**src/rtl/calc_ctrl_fsm.sv**
```systemverilog
// ============================================================================
// Module   : calc_ctrl_fsm
// Brief    : Calculator control FSM - keypad entry, ALU handshake, display.
// Revision : 1.0 - initial release
// ============================================================================
`default_nettype none

module calc_ctrl_fsm #(
  parameter int DIGITS  = 4,
  parameter int TIMEOUT = 64
) (
  input  logic                clk,
  input  logic                rst_n,
  input  logic                key_valid,
  input  logic [3:0]          key_code,
  input  logic [4*DIGITS-1:0] alu_res,
  input  logic                alu_done,
  input  logic                alu_err,
  output logic [4*DIGITS-1:0] alu_a,
  output logic [4*DIGITS-1:0] alu_b,
  output logic [3:0]          alu_op,
  output logic                alu_start,
  output logic [4*DIGITS-1:0] display,
  output logic                disp_err,
  output logic                busy
);

  localparam int W  = 4 * DIGITS;
  localparam int CW = $clog2(DIGITS + 1);
  localparam int TW = $clog2(TIMEOUT + 1);
  localparam logic [CW-1:0] C_MAX_CNT = CW'(DIGITS);
  localparam logic [TW-1:0] C_TMO     = TW'(TIMEOUT);

  typedef enum logic [2:0] {
    ST_N1    = 3'd0,
    ST_N2    = 3'd1,
    ST_CALC  = 3'd2,
    ST_SHOW  = 3'd3,
    ST_ERROR = 3'd4
  } state_t;

  state_t          state_q, state_d;
  logic [W-1:0]    num1_q, num1_d, num2_q, num2_d, res_q, res_d;
  logic [CW-1:0]   cnt1_q, cnt1_d, cnt2_q, cnt2_d;
  logic [3:0]      op_q, op_d, pend_op_q, pend_op_d;
  logic            chain_q, chain_d;
  logic [TW-1:0]   tmo_q, tmo_d;
  logic [W-1:0]    alu_a_q, alu_a_d, alu_b_q, alu_b_d, display_q, display_d;
  logic [3:0]      alu_op_q, alu_op_d;
  logic            alu_start_q, alu_start_d;

  logic            w_digit, w_eq, w_ac, w_oper, w_go_calc, w_clr_all, w_done;
  logic [W-1:0]    w_calc_a;

  // Leading zeros do not consume a digit slot; a full operand drops keys.
  function automatic logic [CW+W-1:0] enter_digit(input logic [W-1:0] x,
                                                  input logic [CW-1:0] c,
                                                  input logic [3:0] k);
    if (c == C_MAX_CNT || (k == 4'd0 && x == '0)) return {c, x};
    return {CW'(c + 1'b1), x[W-5:0], k};
  endfunction

  assign w_digit = key_valid && (key_code <= 4'd9);
  assign w_eq    = key_valid && (key_code == 4'hA);
  assign w_ac    = key_valid && (key_code == 4'hB);
  assign w_oper  = key_valid && (key_code >= 4'hC);
  // The alu_start cycle itself never samples alu_done.
  assign w_done  = alu_done && !alu_start_q;

  always_comb begin
    state_d     = state_q;
    num1_d      = num1_q;
    num2_d      = num2_q;
    res_d       = res_q;
    cnt1_d      = cnt1_q;
    cnt2_d      = cnt2_q;
    op_d        = op_q;
    pend_op_d   = pend_op_q;
    chain_d     = chain_q;
    tmo_d       = tmo_q;
    alu_a_d     = alu_a_q;
    alu_b_d     = alu_b_q;
    alu_op_d    = alu_op_q;
    alu_start_d = 1'b0;
    w_go_calc   = 1'b0;
    w_clr_all   = 1'b0;
    w_calc_a    = num1_q;

    case (state_q)
      ST_N1: begin
        if (w_digit) begin
          {cnt1_d, num1_d} = enter_digit(num1_q, cnt1_q, key_code);
        end else if (w_oper) begin
          op_d    = key_code;
          num2_d  = '0;
          cnt2_d  = '0;
          state_d = ST_N2;
        end else if (w_ac) begin
          num1_d = '0;
          cnt1_d = '0;
        end
      end
      ST_N2: begin
        if (w_digit) begin
          {cnt2_d, num2_d} = enter_digit(num2_q, cnt2_q, key_code);
        end else if (w_oper) begin
          if (cnt2_q == '0) begin
            op_d = key_code;
          end else begin
            pend_op_d = key_code;
            chain_d   = 1'b1;
            w_go_calc = 1'b1;
          end
        end else if (w_eq && cnt2_q != '0) begin
          chain_d   = 1'b0;
          w_go_calc = 1'b1;
        end else if (w_ac) begin
          if (cnt2_q != '0) begin
            num2_d = '0;
            cnt2_d = '0;
          end else begin
            w_clr_all = 1'b1;
          end
        end
      end
      ST_CALC: begin
        tmo_d = tmo_q + 1'b1;
        if (w_done) begin
          if (alu_err) begin
            state_d = ST_ERROR;
          end else if (chain_q) begin
            num1_d  = alu_res;
            op_d    = pend_op_q;
            num2_d  = '0;
            cnt2_d  = '0;
            state_d = ST_N2;
          end else begin
            res_d   = alu_res;
            state_d = ST_SHOW;
          end
        end else if (tmo_d == C_TMO) begin
          state_d = ST_ERROR;
        end
      end
      ST_SHOW: begin
        if (w_digit) begin
          num1_d  = {{(W-4){1'b0}}, key_code};
          cnt1_d  = {{(CW-1){1'b0}}, key_code != 4'd0};
          num2_d  = '0;
          cnt2_d  = '0;
          state_d = ST_N1;
        end else if (w_oper) begin
          num1_d  = res_q;
          op_d    = key_code;
          num2_d  = '0;
          cnt2_d  = '0;
          state_d = ST_N2;
        end else if (w_eq) begin
          num1_d    = res_q;
          chain_d   = 1'b0;
          w_calc_a  = res_q;
          w_go_calc = 1'b1;
        end else if (w_ac) begin
          w_clr_all = 1'b1;
        end
      end
      ST_ERROR: begin
        if (w_ac) w_clr_all = 1'b1;
      end
      default: state_d = ST_N1;
    endcase

    if (w_go_calc) begin
      state_d     = ST_CALC;
      tmo_d       = '0;
      alu_start_d = 1'b1;
      alu_a_d     = w_calc_a;
      alu_b_d     = num2_q;
      alu_op_d    = op_q;
    end
    if (w_clr_all) begin
      state_d   = ST_N1;
      num1_d    = '0;
      num2_d    = '0;
      res_d     = '0;
      cnt1_d    = '0;
      cnt2_d    = '0;
      op_d      = '0;
      pend_op_d = '0;
      chain_d   = 1'b0;
    end

    case (state_q)
      ST_N1:   display_d = num1_q;
      ST_N2:   display_d = (cnt2_q != '0) ? num2_q : num1_q;
      ST_SHOW: display_d = res_q;
      ST_CALC: display_d = display_q;
      default: display_d = '0;
    endcase
  end

  always_ff @(posedge clk or negedge rst_n) begin
    if (!rst_n) begin
      state_q     <= ST_N1;
      num1_q      <= '0;
      num2_q      <= '0;
      res_q       <= '0;
      cnt1_q      <= '0;
      cnt2_q      <= '0;
      op_q        <= '0;
      pend_op_q   <= '0;
      chain_q     <= 1'b0;
      tmo_q       <= '0;
      alu_a_q     <= '0;
      alu_b_q     <= '0;
      alu_op_q    <= '0;
      alu_start_q <= 1'b0;
      display_q   <= '0;
    end else begin
      state_q     <= state_d;
      num1_q      <= num1_d;
      num2_q      <= num2_d;
      res_q       <= res_d;
      cnt1_q      <= cnt1_d;
      cnt2_q      <= cnt2_d;
      op_q        <= op_d;
      pend_op_q   <= pend_op_d;
      chain_q     <= chain_d;
      tmo_q       <= tmo_d;
      alu_a_q     <= alu_a_d;
      alu_b_q     <= alu_b_d;
      alu_op_q    <= alu_op_d;
      alu_start_q <= alu_start_d;
      display_q   <= display_d;
    end
  end

  assign alu_a     = alu_a_q;
  assign alu_b     = alu_b_q;
  assign alu_op    = alu_op_q;
  assign alu_start = alu_start_q;
  assign display   = display_q;
  assign disp_err  = (state_q == ST_ERROR);
  assign busy      = (state_q == ST_CALC);

endmodule

`default_nettype wire

```
**config.mk**
```make
export PLATFORM = sky130hd
export DESIGN_NAME = calc_ctrl_fsm
export DESIGN_NICKNAME = d
export VERILOG_FILES = /design/src/rtl/calc_ctrl_fsm.sv
export SDC_FILE = /design/constraint.sdc
export NUM_CORES = 1
export LEC_CHECK = 0
export CORE_ASPECT_RATIO = 0.9
export CORE_MARGIN = 1
export CORE_UTILIZATION = 51
export DETAILED_ROUTE_END_ITERATION = 12
export PLACE_DENSITY = 0.87
export SYNTH_ARGS = -nofsm -noshare
export SYNTH_HDL_FRONTEND = slang
export SYNTH_SLANG_ARGS = --single-unit
```
**constraint.sdc**
```tcl
create_clock -name clk -period 2.2 [get_ports clk]
set_input_delay 0.44 -clock clk [delete_from_list [all_inputs] [get_ports clk]]
set_output_delay 0.44 -clock clk [all_outputs]
set_load 0.03 [all_outputs]
```
==> metrics.md, run 1 <==
| Metric | Value |
|---|---|
| Fmax | `470 MHz` |
| Die H | `109 microns` |
| Fin. Hold Viols | `0` |
| CTS HTree Levels | `4` |
| Post-synthesis average cell area | `9.59 sq um` |
| CTS clk-pin slew, worst paths | `0.06 ns` |
| CP cell instances | `nor4_2 -> nand2_1 -> nor3_4 -> a311oi_2 -> o211a_1 -> buf_8 -> mux2_4` |
| Setup Crit Path Kind | `flop to flop` |
| Floorplan row count | `38` |
| Mux contribution to synthesized area | `11.2%` |
| Syn. warnings | `0` |
| Routed len/inst | `19.6 microns` |
| Fin nets | `874` |
| Met1 WL | `8420 microns` |
| Metal2 WL | `9220 microns` |
| Via Count | `6,138` |
| Number of buffers added on ports | `79` |
| Count leader, synth | `nand2_1` |
| P_leak | `4.11 nW` |
| Final Skew | `0.00860 ns` |
| Largest net degree at the start of global routing | `127` |
| Main synth FF type | `dfrtp_1` |
| Highest routed layer | `met4` |
| Yosys top cell by area | `dfrtp_1` |
| Asr flop ratio synth | `100%` |
| Worst setup startpoint | `num1_q[8]` |
| Final setup vio count | `0` |
| Flop2flop setup slack | `0.07 ns` |
| Period minus WS final | `2.13 ns` |
| Max Cap Violations | `0` |
| Compound-Gate Fraction of Synth Area | `17.8%` |
| Largest family of logic cells by synthesized area | `compound AO/OA/AOI/OAI gates` |
| Yosys cell types | `63` |
| Routed Antenna Nets | `0` |
| Period utilization | `96.6%` |
| GP Congestion | `0.953` |
| Final number of max-transition violations | `0` |
| Synth cell count leaders | `139 x nand2_1, 126 x dfrtp_1, 55 x a21oi_1, 40 x nor2_1, 36 x mux2i_1` |
| Synth top area share | `48.4%` |
| Iteration-0 DRC count of the detailed router | `707` |
| Layout cells sized above 1 | `23.7%` |
| CTS root buffer | `clkbuf_16` |
| PD cells | `1470 nW/um^2` |
| Reg2Reg Launch Point | `num1_q[8]` |
| First-pass GRT wire length | `31,500 microns` |
| Seq/Total Area, Yosys | `48.4%` |
| Synth Area in Adders | `0.961%` |
| Dpl ws | `-0.631 ns` |
| FF+latch count, synth | `126` |
| CTS sink cnt | `126` |
| Xor-xnor portion of the synthesized cell area | `0%` |
| Arrival @ worst endpoint | `2.43 ns` |
| Critical Path RT | `2.50 ns` |
| Fillers | `877` |
| DRC | `0` |
| Flip-flop and latch area | `3160 sq um` |
| Crit Path Max Fanout | `8` |
| Area grow syn2layout | `36.4%` |
| Cells after Synth | `679` |
| CTS tree | `done` |
| Multi-input logic area | `3130 sq um` |
| Final Instance Count excl. Fillers | `1,017` |
| Hold WC Path Type | `primary input to asynchronous set/reset pin` |
| Met3 wire len | `1760 microns` |
| Hold_ws | `0.119 ns` |
| Syn nets | `709` |
| Slowest stage delay, CP | `0.44 ns` |
| Gr usage total | `32.0%` |
| Initial antenna violation count | `0` |
| Worst setup EP type | `flop` |
| Final WL | `19,900 microns` |
| Crit-path slowest cell | `dfrtp_2` |
| Vias in the first global route | `6,000` |
| Worst reg2reg path depth | `7` |
| EDFF count, synth | `0` |
| Placed cell count | `978` |
| Initial core utilization | `53.1%` |
| Grt total ovfl | `0` |
| Normalized max-slew margin | `55.5%` |
| RSZ-0062 raised after global routing | `false` |
| Num CTS Buffers | `17` |
| Synth Area in Simple Gates | `17.1%` |
| Num ports | `80` |
| Detailed-route vias per instance | `6.04` |
| Max Buffers Root-to-Sink | `2` |
| DP Wirelength | `13,500 microns` |
| Worst-Margin Slew | `0.668 ns` |
| Core Area | `12,300 sq um` |
| Status | `finished, final reports clean` |
| Post-Syn Area | `6510 sq um` |
| Worst setup SP type | `flop` |
| Clock latency on the worst-skew pair | `0.43 ns` |
| Final worst slack | `0.0739 ns` |
| Reg2reg end | `num1_q[1]` |
| Peak VDD IR | `869 uV` |
| Top cells by area, synth | `dfrtp_1 48%, nand2_1 8.0%, mux2i_1 5.5%, a21oi_1 4.2%, mux2_2 3.8%` |
| Chip Width | `121 microns` |
| Die Footprint | `13,200 sq um` |
| Detailed Routing Iterations Pass 1 | `7` |
| Diodes inserted | `0` |
cells by family (layout without fill, tap and decap cells):
group / Yosys count / after routing
and+or+nand+nor: 245 / 245
DFF: 126 / 126
buffers and inverters: 64 / 242
AOI/OAI and AO/OA: 173 / 173
adders and majority gates: 5 / 5
muxes: 66 / 66
timing repair:
action | in CTS | in global routing
gates resized for setup | 18 | 13
hold endpoints to repair | 0 | 0
cloned | 1 | 0
setup buffers | 4 | 4
pin swaps | 7 | 1
hold buffers | 0 | 0
endpoints found under the setup margin | 45 | 13
registers in the layout, summed over array words and instances (netlist names):
register and flops:
alu_a 16, alu_b 16, alu_op 4, alu_start 1
chain_q 1, cnt1_q 3, cnt2_q 3, display 16
num1_q 16, num2_q 16, op_q 4, pend_op_q 4
res_q 16, state_q 3, tmo_q 7
metrics by stage:
stage          power (mW)  instance area (sq um)  setup TNS (ns)  utilization [%]
6_report             13.0                   8880               0             72.4
5_1_grt              13.7                   8880               0             72.4
3_3_place_gp         9.61                   8160          -40.23             66.5
4_1_cts              12.9                   8850               0             72.2
3_5_place_dp         9.82                   8160          -44.78             66.5
2_1_floorplan        7.36                   6520               0                -
power by group:
part           total (mW)  switching, mW  leakage, nW  internal (mW)
clock network        2.87           1.04        0.278           1.83
logic                6.33           3.48         2.16           2.85
registers            3.83          0.685         1.68           3.14
total                13.0           5.20         4.11           7.83
cell type report:
class | instances | area share [%]
inverter | 16 | 0.676
clock inverter | 10 | 1.55
sequential | 126 | 35.5
timing repair buffer | 194 | 19.6
clock buffer | 22 | 5.22
tap | 160 | 2.25
multi-input combinational | 489 | 35.2
metal layers:
layer | vias to the layer above | global-route usage, %
met5 | - | 0
met4 | 0 | 14.1
met3 | 52 | 8.11
met2 | 347 | 49.8
met1 | 2968 | 42.3
li1 | 2771 | -
cell usage in the layout (no fill, tap or decap), types with 4 or more instances in the layout:
cell type	count
nand2_1	139
dfrtp_1	123
buf_4	107
clkdlybuf4s50_1	71
a21oi_1	55
nor2_1	40
mux2i_1	36
o21ai_0	30
mux2_2	22
a22o_1	17
clkbuf_16	17
a221o_1	16
inv_1	14
a31oi_1	9
a221oi_1	8
mux2_4	8
nand2b_1	6
nand4_1	6
nand3_1	6
nor3_1	6
o22ai_1	6
a211oi_1	6
clkinvlp_4	5
buf_12	5
or3_1	4
and2_1	4
nor4_1	4
ha_1	4
dlygate4sd2_1	4
worst max-delay path, delay by kind of cell, from the launching register on:
kind	cells	cell delay (ns)
buffers and inverters	1	0.19
AND/OR/NAND/NOR	3	0.66
flip-flops	1	0.44
AO/OA/AOI/OAI	2	0.41
multiplexers	1	0.30
worst max-delay path by stage:
stage | to | cells after the start | slack [ns]
finish | num1_q[1] | 7 | 0.07
global placement | num1_q[1] | 9 | -0.57
detailed placement | cnt2_q[0] | 7 | -0.63
CTS | disp_err | 4 | 0.005
floorplan | num1_q[13] | 9 | 0.006
global route | num1_q[2] | 9 | 0.0007
(Power assumes the default switching activity.)
==> inputs of run 2 (changes only) <==
SLEW_MARGIN = 15   (was default)
==> results of run 2 <==
Same layout as run 1: the final DEF is identical, and so are final timing and power.
